**config.mk**
```make
export PLATFORM = sky130hd
export DESIGN_NAME = imem_loader
export DESIGN_NICKNAME = d
export VERILOG_FILES = /design/src/rtl/imem_loader.sv
export SDC_FILE = /design/constraint.sdc
export NUM_CORES = 1
export LEC_CHECK = 0
export BUFFER_PORTS_ARGS = -buffer_cell sky130_fd_sc_hd__buf_2
export CORE_MARGIN = 2
export CORE_UTILIZATION = 58
export DETAILED_ROUTE_END_ITERATION = 12
export GPL_TIMING_DRIVEN = 1
export PLACE_DENSITY = 0.78
export SLEW_MARGIN = 20
export SYNTH_ARGS = -nofsm -noshare
export SYNTH_HDL_FRONTEND = slang
export SYNTH_SLANG_ARGS = --single-unit
export TNS_END_PERCENT = 100
```
**constraint.sdc**
```tcl
create_clock -name clk -period 6.1 [get_ports clk]
set_input_delay 1.22 -clock clk [delete_from_list [all_inputs] [get_ports clk]]
set_output_delay 1.22 -clock clk [all_outputs]
set_load 0.01 [all_outputs]
```
**src/rtl/imem_loader.sv**
```systemverilog
// Instruction-memory program loader: takes a length-prefixed, XOR-checksummed byte stream,
// writes big-endian 32-bit words to consecutive addresses, and releases the CPU on success.
module imem_loader #(
    parameter int ADDR_W = 10
) (
    input  logic              clk,
    input  logic              rst,
    input  logic              start,
    input  logic              byte_valid,
    input  logic [7:0]        byte_data,
    output logic              byte_ready,
    output logic              imem_we,
    output logic [ADDR_W-1:0] imem_waddr,
    output logic [31:0]       imem_wdata,
    output logic              cpu_rst,
    output logic              busy,
    output logic              done,
    output logic              err,
    output logic [15:0]       word_count
);

    typedef enum logic [2:0] {
        S_IDLE, S_LEN_HI, S_LEN_LO, S_DATA, S_CHK, S_DONE, S_ERR
    } state_t;

    state_t            r_state;
    state_t            w_next;
    logic [7:0]        r_len_hi;
    logic [15:0]       r_len;
    logic [23:0]       r_shift;
    logic [1:0]        r_byte_idx;
    logic [ADDR_W:0]   r_word_idx;
    logic [7:0]        r_chk;

    logic              w_xfer;
    logic              w_start_ok;
    logic [15:0]       w_len;
    logic [ADDR_W:0]   w_word_next;
    logic              w_last_byte;
    logic              w_last_word;

    assign w_xfer      = byte_valid && byte_ready;
    assign w_start_ok  = start && (r_state == S_IDLE || r_state == S_DONE || r_state == S_ERR);
    assign w_len       = {r_len_hi, byte_data};
    assign w_word_next = r_word_idx + {{ADDR_W{1'b0}}, 1'b1};
    assign w_last_byte = (r_byte_idx == 2'd3);
    // Word index is one bit wider than the address so a full 2^ADDR_W image can finish.
    assign w_last_word = (17'(w_word_next) == {1'b0, r_len});

    always_ff @(posedge clk or posedge rst) begin
        if (rst) begin
            r_state <= S_IDLE;
        end else begin
            r_state <= w_next;
        end
    end

    always_comb begin
        w_next     = r_state;
        byte_ready = 1'b0;
        busy       = 1'b0;
        done       = 1'b0;
        err        = 1'b0;
        cpu_rst    = 1'b1;
        case (r_state)
            S_IDLE: begin
                if (start) w_next = S_LEN_HI;
            end
            S_LEN_HI: begin
                busy       = 1'b1;
                byte_ready = 1'b1;
                if (w_xfer) w_next = S_LEN_LO;
            end
            S_LEN_LO: begin
                busy       = 1'b1;
                byte_ready = 1'b1;
                if (w_xfer) begin
                    if (w_len == 16'd0)
                        w_next = S_CHK;
                    else if ({1'b0, w_len} > (17'd1 << ADDR_W))
                        w_next = S_ERR;
                    else
                        w_next = S_DATA;
                end
            end
            S_DATA: begin
                busy       = 1'b1;
                byte_ready = 1'b1;
                if (w_xfer && w_last_byte && w_last_word) w_next = S_CHK;
            end
            S_CHK: begin
                busy       = 1'b1;
                byte_ready = 1'b1;
                if (w_xfer) w_next = (byte_data == r_chk) ? S_DONE : S_ERR;
            end
            S_DONE: begin
                done    = 1'b1;
                cpu_rst = 1'b0;
                if (start) w_next = S_LEN_HI;
            end
            S_ERR: begin
                err = 1'b1;
                if (start) w_next = S_LEN_HI;
            end
            default: w_next = S_IDLE;
        endcase
    end

    always_ff @(posedge clk or posedge rst) begin
        if (rst) begin
            imem_we    <= 1'b0;
            imem_waddr <= '0;
            imem_wdata <= '0;
            word_count <= '0;
            r_len_hi   <= '0;
            r_len      <= '0;
            r_shift    <= '0;
            r_byte_idx <= '0;
            r_word_idx <= '0;
            r_chk      <= '0;
        end else begin
            imem_we <= 1'b0;
            if (w_start_ok) begin
                word_count <= '0;
                r_len_hi   <= '0;
                r_len      <= '0;
                r_shift    <= '0;
                r_byte_idx <= '0;
                r_word_idx <= '0;
                r_chk      <= '0;
            end else if (w_xfer) begin
                case (r_state)
                    S_LEN_HI: begin
                        r_len_hi <= byte_data;
                        r_chk    <= r_chk ^ byte_data;
                    end
                    S_LEN_LO: begin
                        r_len <= w_len;
                        r_chk <= r_chk ^ byte_data;
                    end
                    S_DATA: begin
                        r_chk      <= r_chk ^ byte_data;
                        r_shift    <= {r_shift[15:0], byte_data};
                        r_byte_idx <= r_byte_idx + 2'd1;
                        if (w_last_byte) begin
                            imem_we    <= 1'b1;
                            imem_wdata <= {r_shift, byte_data};
                            imem_waddr <= r_word_idx[ADDR_W-1:0];
                            r_word_idx <= w_word_next;
                            word_count <= word_count + 16'd1;
                        end
                    end
                    default: ;
                endcase
            end
        end
    end

endmodule

```
==> impl_metrics.tcl, run 1 <==
set metrics [dict create \
    clkTransAtPathRegs_ns 0.06 \
    clock_latency_ns 0.52 \
    dp_slack_ns 2.65 \
    syn_inst 699 \
    finClkSkew_ns 0.00777 \
    hold_buffers 0 \
    syn_nets 714 \
    grt_overflow_total 0 \
    grt_use_total 0.256 \
    gp_congestion 0.893 \
    final_cell_count_no_fill 898 \
    cts_root_buf "clkbuf_8" \
    drtIter0Drc 344 \
    dr.pass1.iters 5 \
    end_kind "output port" \
    status "completed" \
    nNetsFinal 764 \
    hold_ws_ns 0.464 \
    core-area_sq_um 10300 \
    fill_cells 809 \
    final_util 0.687 \
    ys_ff_latch 131 \
    crit_fanout 14 \
    grt_setup_unrepaired "false" \
    area_growth_pct 15.9 \
    yosysUniqueCellTypes 52 \
    max_freq_ghz 0.333 \
    max_cap_violations 0 \
    dieWidth_microns 107 \
    ant_nets 0 \
    post-route-drc-count 0 \
    cp.arrival_ns 1.78 \
    grt_pass1_wl_microns 22800 \
    regArea_sq_um 3280 \
    hold_viol_final 0 \
    post-cts-setup-buffers 0 \
    post_drt_wl_per_cell_microns 15.1 \
    synth_edf_count 0 \
    synth_area_sq_um 6100 \
    numCtsBuffers 17 \
    power_leakage_uw 0.00355 \
    setup_viol 0 \
    cts.sinks 131 \
    drive_gt1_frac 0.160 \
    crit_path_start_kind "flip-flop" \
    ys_warn_count 0 \
    place_hpwl_microns 8580 \
    max_slew.worst_pin.slew_ns 0.936 \
    async_flop_share 1.00 \
    maxSlewHeadroom 0.376 \
    period_share 0.492 \
    vias 4938 \
    finalMaxSlewViolations 0 \
    placement.io_buffers 75 \
    ios 76 \
    dp_cells 866 \
    dieArea_sq_um 11300 \
    wl_microns 13600 \
    multi_input_area_sq_um 2590 \
    cts_tree "built" \
    ir_drop_uv 209 \
    crit_required_ns 4.88 \
    routed_via_density 5.50 \
    hp-class "flip-flop to flip-flop" \
    fin_ws_ns 3.10 \
    grt_pass1_vias 4721 \
    power.density_nw_per_um2 433 \
    ys_seq_area_frac 0.538 \
    rows 37 \
    fin_tns_setup_ns 0 \
    grt_start_max_net_pins 85 \
    cp_slowest_cell "dfrtp_1" \
    slowest_delay_ns 0.59 \
    crit_type "flip-flop to output port" \
    die-height_microns 107 \
    antennaDiodeCount 0 \
    cts.htree.levels 4 \
    postSynthAreaPerCell_sq_um 8.72 \
    cts_resized 0 \
    cts_max_path_buffers 2 \
    antenna_found_initial 0 \
    yosys_most_used_dff "dfrtp_1" \
    crit_path_cell_trace "nor2b_1 -> nand2_1 -> inv_1 -> buf_2" \
    finalCriticalPeriod_ns 3.00 \
    initial_core_util 0.593 \
]
==> report_power, final <==
group	switching [uW]	internal (uW)	leakage (uW)
clock network	392	585	0.000272
registers	189	1100	0.00177
logic	487	306	0.00151
==> metal layers <==
metal | GRT usage | vias up | share of wire
met5 | 0 | - | 0
met4 | 0.108 | 0 | 0.020
met3 | 0.0478 | 26 | 0.055
met2 | 0.377 | 161 | 0.46
met1 | 0.376 | 2370 | 0.46
li1 | - | 2381 | -
==> worst max-delay path: cells and delay by family, from the launching register on <==
kind / cells / cell delay (ns)
buf+inv: 2 / 0.19
flops: 1 / 0.59
simple gates: 2 / 0.47
==> synth_stat cells, drive strengths merged (2+ instances only) <==
| master | number | area share |
|---|---|---|
| a2111oi | 2 | 0.0070 |
| a21oi | 47 | 0.039 |
| and2 | 2 | 0.0021 |
| and3 | 5 | 0.0051 |
| and3b | 2 | 0.0029 |
| buf | 16 | 0.013 |
| clkbuf | 32 | 0.020 |
| dfrtp | 131 | 0.54 |
| ha | 3 | 0.0062 |
| inv | 10 | 0.0062 |
| mux2i | 2 | 0.0033 |
| nand2 | 257 | 0.16 |
| nand2b | 2 | 0.0021 |
| nand3 | 19 | 0.016 |
| nand3b | 4 | 0.0055 |
| nand4 | 6 | 0.0062 |
| nor2 | 37 | 0.023 |
| nor2b | 6 | 0.0062 |
| nor3 | 5 | 0.0057 |
| nor3b | 4 | 0.0057 |
| nor4 | 5 | 0.0062 |
| o21a | 2 | 0.0025 |
| o21ai | 30 | 0.025 |
| o31ai | 5 | 0.0062 |
| o32ai | 2 | 0.0029 |
| or3 | 3 | 0.0031 |
| or4 | 4 | 0.0055 |
| xnor2 | 14 | 0.020 |
| xor2 | 29 | 0.042 |
==> cell type report <==
type / instances / area share
Clock buffer: 18 / 0.0591
Clock inverter: 14 / 0.0218
Inverter: 11 / 0.00655
Multi-Input combinational cell: 509 / 0.367
Sequential cell: 131 / 0.464
Tap cell: 136 / 0.0241
Timing Repair Buffer: 79 / 0.0574
==> stage by stage <==
stage / total power (uW) / cell area [sq um]
floorplan: 1850 / 6100
global placement: 2040 / 6490
detailed placement: 2070 / 6490
CTS: 3070 / 7060
global route: 3240 / 7070
finish: 3060 / 7070
==> placed cells by master (no fill, tap or decap), drive strengths merged, types with 2 or more instances in the layout <==
cell type,count
a2111oi,2
a21oi,47
and2,2
and3,5
and3b,2
buf,79
bufinv,2
clkbuf,18
clkinv,7
clkinvlp,3
dfrtp,131
ha,3
inv,13
mux2i,2
nand2,257
nand2b,2
nand3,19
nand3b,4
nand4,6
nor2,37
nor2b,6
nor3,5
nor3b,4
nor4,5
o21a,2
o21ai,30
o31ai,5
o32ai,2
or3,3
or4,4
xnor2,14
xor2,29
==> path summary, 6_finish.rpt <==
kind,start,end,slack (ns),cells past startpoint
hold reg to reg,imem_waddr[5],imem_waddr[5],0.46,2
max in group asynchronous,rst,r_shift[8],4.20,3
min in group asynchronous,rst,word_count[15],0.83,2
hold / removal,imem_waddr[5],imem_waddr[5],0.46,2
setup reg to reg,r_state[0],r_word_idx[7],3.12,7
setup / recovery,r_state[0],done,3.10,4
==> flip-flops by register name, indices dropped and copies added (netlist names), 8 cells and up <==
name        count
r_shift        24
r_word_idx     11
imem_wdata     32
imem_waddr     10
r_len_hi        8
r_len          16
r_chk           8
word_count     16
==> cell families after synthesis <==
| group | count (synthesis) | share of synthesized area |
|---|---|---|
| adder cells (fa/ha/maj) | 4 | 0.00780 |
| multiplexers | 2 | 0.00328 |
| flip-flops | 131 | 0.538 |
| XOR/XNOR | 43 | 0.0618 |
| buffers and inverters | 59 | 0.0394 |
| AO/OA/AOI/OAI | 97 | 0.0946 |
| AND/OR/NAND/NOR | 363 | 0.255 |
(Power assumes the default switching activity.)
==> inputs of run 2 (changes only) <==
--- a/config.mk
+++ b/config.mk
@@ -7,10 +7,10 @@
 export LEC_CHECK = 0
 export BUFFER_PORTS_ARGS = -buffer_cell sky130_fd_sc_hd__buf_2
 export CORE_MARGIN = 2
-export CORE_UTILIZATION = 58
+export CORE_UTILIZATION = 52
 export DETAILED_ROUTE_END_ITERATION = 12
 export GPL_TIMING_DRIVEN = 1
-export PLACE_DENSITY = 0.78
+export PLACE_DENSITY = 0.74
 export SLEW_MARGIN = 20
 export SYNTH_ARGS = -nofsm -noshare
 export SYNTH_HDL_FRONTEND = slang
==> constraint.sdc (replaced) <==
create_clock -name clk -period 2.6 [get_ports clk]
set_input_delay 0.52 -clock clk [delete_from_list [all_inputs] [get_ports clk]]
set_output_delay 0.52 -clock clk [all_outputs]
set_load 0.01 [all_outputs]
==> impl_metrics.tcl, run 2 (synthesis results as in run 1) <==
set metrics [dict create \
    place_hpwl_microns 8880 \
    grt-busiest-layer "met2" \
    placement.io_buffers 75 \
    clock_latency_ns 0.42 \
    cts.sinks 131 \
    use_met1 0.332 \
    period_share 0.924 \
    vias 4953 \
    maxSlewHeadroom 0.451 \
    hold_buffers 0 \
    end_kind "flip-flop" \
    largest_register "imem_wdata" \
    ant_nets 0 \
    ir_drop_uv 487 \
    initial_core_util 0.534 \
    cts_resized 0 \
    cts_root_buf "clkbuf_16" \
    crit_type "flip-flop to flip-flop" \
    cp.arrival_ns 2.69 \
    cts_max_path_buffers 2 \
    dr.pass1.iters 4 \
    cts_tree "built" \
    finalMaxSlewViolations 0 \
    max_cap_violations 0 \
    routed_via_density 5.47 \
    setup_viol 0 \
    hold_viol_final 0 \
    grt_pass1_vias 4756 \
    mostFrequentLayoutCell "nand2_1" \
    post-route-drc-count 0 \
    drive_gt1_frac 0.161 \
    gp_congestion 0.947 \
    max_freq_ghz 0.416 \
    grt_use_total 0.233 \
    largest_reg_flops 32 \
    reg.largest.list "imem_wdata: 32 flops, r_shift: 24 flops" \
    drtIter0Drc 355 \
    final_cell_mix "nand2_1, dfrtp_1, buf_2, a21oi_1, nor2_1" \
    finalCriticalPeriod_ns 2.40 \
    power_leakage_uw 0.00357 \
    ios 76 \
    met2_usage 0.361 \
    hold_ws_ns 0.277 \
    numCtsBuffers 17 \
    power.density_nw_per_um2 1020 \
    fin_tns_setup_ns 0 \
    dieArea_sq_um 12600 \
    grt_start_max_net_pins 132 \
    area_growth_pct 17.0 \
    cts.htree.levels 4 \
    grt.met3_usage 0.0464 \
    max_slew.worst_pin.slew_ns 0.821 \
    rows 39 \
    finClkSkew_ns 0.00620 \
    hp-class "input pin to async pin" \
    grt_setup_unrepaired "false" \
    crit_fanout 8 \
    wl_microns 13900 \
    grt_overflow_total 0 \
    die-height_microns 112 \
    grt_pass1_wl_microns 23700 \
    antenna_found_initial 0 \
    post_drt_wl_per_cell_microns 15.3 \
    crit_path_start_kind "flip-flop" \
    nNetsFinal 766 \
    crit_required_ns 2.89 \
    dieWidth_microns 112 \
    post-cts-setup-buffers 0 \
    status "completed" \
    core-area_sq_um 11400 \
    final_util 0.625 \
    clkTransAtPathRegs_ns 0.06 \
    antennaDiodeCount 0 \
]
## run 2: cell count changes in the layout (fill, tap and decap cells not counted), sizes merged
cell and change:
inv +1, buf +2, clkinvlp +1, clkinv -3
## run 2: worst paths after layout
kind                       slack (ns)            from  cells past startpoint             end
min in group clk                 0.41    byte_data[4]                      3   imem_wdata[4]
hold reg to reg                  0.47  imem_wdata[18]                      2  imem_wdata[18]
hold / removal                   0.28             rst                      3   imem_waddr[6]
setup / recovery                 0.20   r_word_idx[0]                      7      r_state[1]
setup reg to reg                 0.20   r_word_idx[0]                      7      r_state[1]
max in group asynchronous        1.76             rst                      3  imem_wdata[15]
## run 2: report_power, final
part	internal (uW)	switching (uW)	leakage [uW]
sequential	2580	435	0.00177
clock	1420	931	0.000276
combinational	745	1150	0.00153
total	4740	2520	0.00357
## run 2: final cells by class
cell class,count,area (sq um)
well taps,143,179
fillers,936,4280
clock inverters,13,151
multi-input cells,509,2590
clock buffers,18,429
repair buffers,81,458
flip-flops and latches,131,3280
inverters,11,45.0
## run 2: critical path: stages (launching register included)
cell       delay (ns)
dfrtp_1          0.48
ha_1             0.34
and3_1           0.28
nand4_1          0.28
a2111oi_4        0.37
nand4_1          0.19
o21ai_2          0.20
a32oi_1          0.12
## run 2: stage by stage
step	setup slack [ns]	power [uW]	cell area (sq um)	cells
after floorplan	0.457	4330	6100	699
after global placement	0.440	4820	6550	875
after detailed placement	0.288	4920	6550	875
after CTS	0.256	7290	7130	906
after global routing	0.0295	7700	7130	906
final	0.198	7260	7130	906
## run 2: routing by layer
metal | part of all wire | wire length [microns]
met1 | 0.46 | 6370
met5 | 0 | 0
met3 | 0.050 | 695
met2 | 0.47 | 6600
met4 | 0.018 | 245
==> inputs of run 3 (changes only) <==
--- a/config.mk
+++ b/config.mk
@@ -6,6 +6,7 @@
 export NUM_CORES = 1
 export LEC_CHECK = 0
 export BUFFER_PORTS_ARGS = -buffer_cell sky130_fd_sc_hd__buf_2
+export CORE_ASPECT_RATIO = 1.5
 export CORE_MARGIN = 2
 export CORE_UTILIZATION = 52
 export DETAILED_ROUTE_END_ITERATION = 12
==> impl_metrics.tcl, run 3 (synthesis results as in run 1) <==
set metrics [dict create \
    final_cell_mix "nand2_1, dfrtp_1, buf_2, a21oi_1, nor2_1" \
    die-height_microns 137 \
    pwr-share-seq 0.418 \
    hold_viol_final 0 \
    regToRegSetupSlack_ns 0.28 \
    reg2regPathDepth 7 \
    dieArea_sq_um 12600 \
    largest_reg_flops 32 \
    gp_congestion 0.960 \
    period_share 0.891 \
    fin_ws_ns 0.284 \
    cts_tree "built" \
    finalCriticalPeriod_ns 2.32 \
    nNetsFinal 767 \
    grt_setup_unrepaired "false" \
    clockPowerShare 0.321 \
    clkTransAtPathRegs_ns 0.06 \
    numCtsBuffers 17 \
    p_switching_uw 2520 \
    mostFrequentLayoutCell "nand2_1" \
    crit_type "flip-flop to flip-flop" \
    crit_path_start_kind "flip-flop" \
    routed_via_density 5.36 \
    fill_cells 965 \
    antenna_found_initial 0 \
    power.density_nw_per_um2 1010 \
    cts_resized 0 \
    largest_register "imem_wdata" \
    ios 76 \
    post_drt_wl_per_cell_microns 14.8 \
    cts_max_path_buffers 2 \
    drtIter0Drc 355 \
    cts.htree.levels 4 \
    grt_start_max_net_pins 132 \
    multi_input_area_sq_um 2590 \
    max_slew.worst_pin.slew_ns 0.796 \
    cp.arrival_ns 2.59 \
    fin_tns_setup_ns 0 \
    place_hpwl_microns 8890 \
    grt_pass1_wl_microns 22600 \
    clock_latency_ns 0.42 \
    dieWidth_microns 92.4 \
    finClkSkew_ns 0.0110 \
    combPwrFrac 0.261 \
    cts_root_buf "clkbuf_16" \
    ir_drop_uv 584 \
    grt_pass1_vias 4671 \
    r2r_end "r_state[1]" \
    antennaDiodeCount 0 \
    dp_slack_ns 0.329 \
    maxSlewHeadroom 0.467 \
    reg2reg_from "r_word_idx[0]" \
    power_leakage_uw 0.00357 \
    vias 4903 \
    core-area_sq_um 11500 \
    status "completed" \
    initial_core_util 0.531 \
    dr.pass1.iters 4 \
    max_cap_violations 0 \
    switching_share 0.349 \
    crit_fanout 8 \
    hold_buffers 0 \
    p_int_uw 4690 \
    grt_overflow_total 0 \
    post-cts-setup-buffers 0 \
    end_kind "flip-flop" \
    hp-class "input pin to async pin" \
    max_freq_ghz 0.432 \
    post-route-drc-count 0 \
    cts.sinks 131 \
    setup_viol 0 \
    hold_ws_ns 0.294 \
    finalMaxSlewViolations 0 \
    grt_use_total 0.227 \
    drive_gt1_frac 0.165 \
    ant_nets 0 \
    reg.largest.list "imem_wdata: 32 flops, r_shift: 24 flops" \
    area_growth_pct 17.1 \
    wl_microns 13500 \
    regArea_sq_um 3280 \
    placement.io_buffers 75 \
    rows 48 \
    crit_required_ns 2.87 \
]
==> run 3: per-stage QoR <==
| step | cells | instance area [sq um] | utilization | power, uW |
|---|---|---|---|---|
| 6_report | 915 | 7140 | 0.622 | 7210 |
| 5_1_grt | 915 | 7140 | 0.622 | 7670 |
| 4_1_cts | 915 | 7140 | 0.622 | 7270 |
| 3_5_place_dp | 883 | 6560 | 0.572 | 4930 |
| 3_3_place_gp | 883 | 6560 | 0.572 | 4850 |
| 2_1_floorplan | 699 | 6100 | - | 4330 |
==> run 3: power groups by stage <==
stage	clock network [uW]	logic (uW)	registers (uW)
global route	2450	2140	3090
finish	2320	1880	3010
floorplan	0	1350	2990
global placement	0	1840	3010
detailed placement	0	1890	3040
CTS	2350	1910	3010
==> run 3: worst max path at each step <==
stage,endpoint,depth (start not counted),start
final,r_state[1],7,r_word_idx[0]
after detailed placement,r_state[1],7,r_word_idx[0]
after global placement,r_state[1],7,r_word_idx[0]
after global routing,r_state[1],7,r_word_idx[0]
after floorplan,imem_waddr[0],1,rst
after CTS,r_state[1],7,r_word_idx[0]
==> run 3: routing by layer <==
metal,up-vias,wire (microns),global-route usage
met5,-,0,0
li1,2393,-,-
met1,2361,5700,0.291
met2,118,6930,0.373
met3,31,509,0.0452
met4,0,376,0.104
==> run 3: critical path: stages (launching register included) <==
cell and delay [ns]:
dfrtp_1 0.50, ha_1 0.31, and3_1 0.28, nand4_1 0.25, a2111oi_4 0.36, nand4_1 0.19, o21ai_2 0.17, a32oi_1 0.12
==> run 3: final cells by class <==
cell class / instances / area share
flip-flops and latches: 131 / 0.459
multi-input cells: 509 / 0.363
repair buffers: 82 / 0.0635
clock buffers: 18 / 0.0615
well taps: 150 / 0.0263
clock inverters: 14 / 0.0195
inverters: 11 / 0.00631
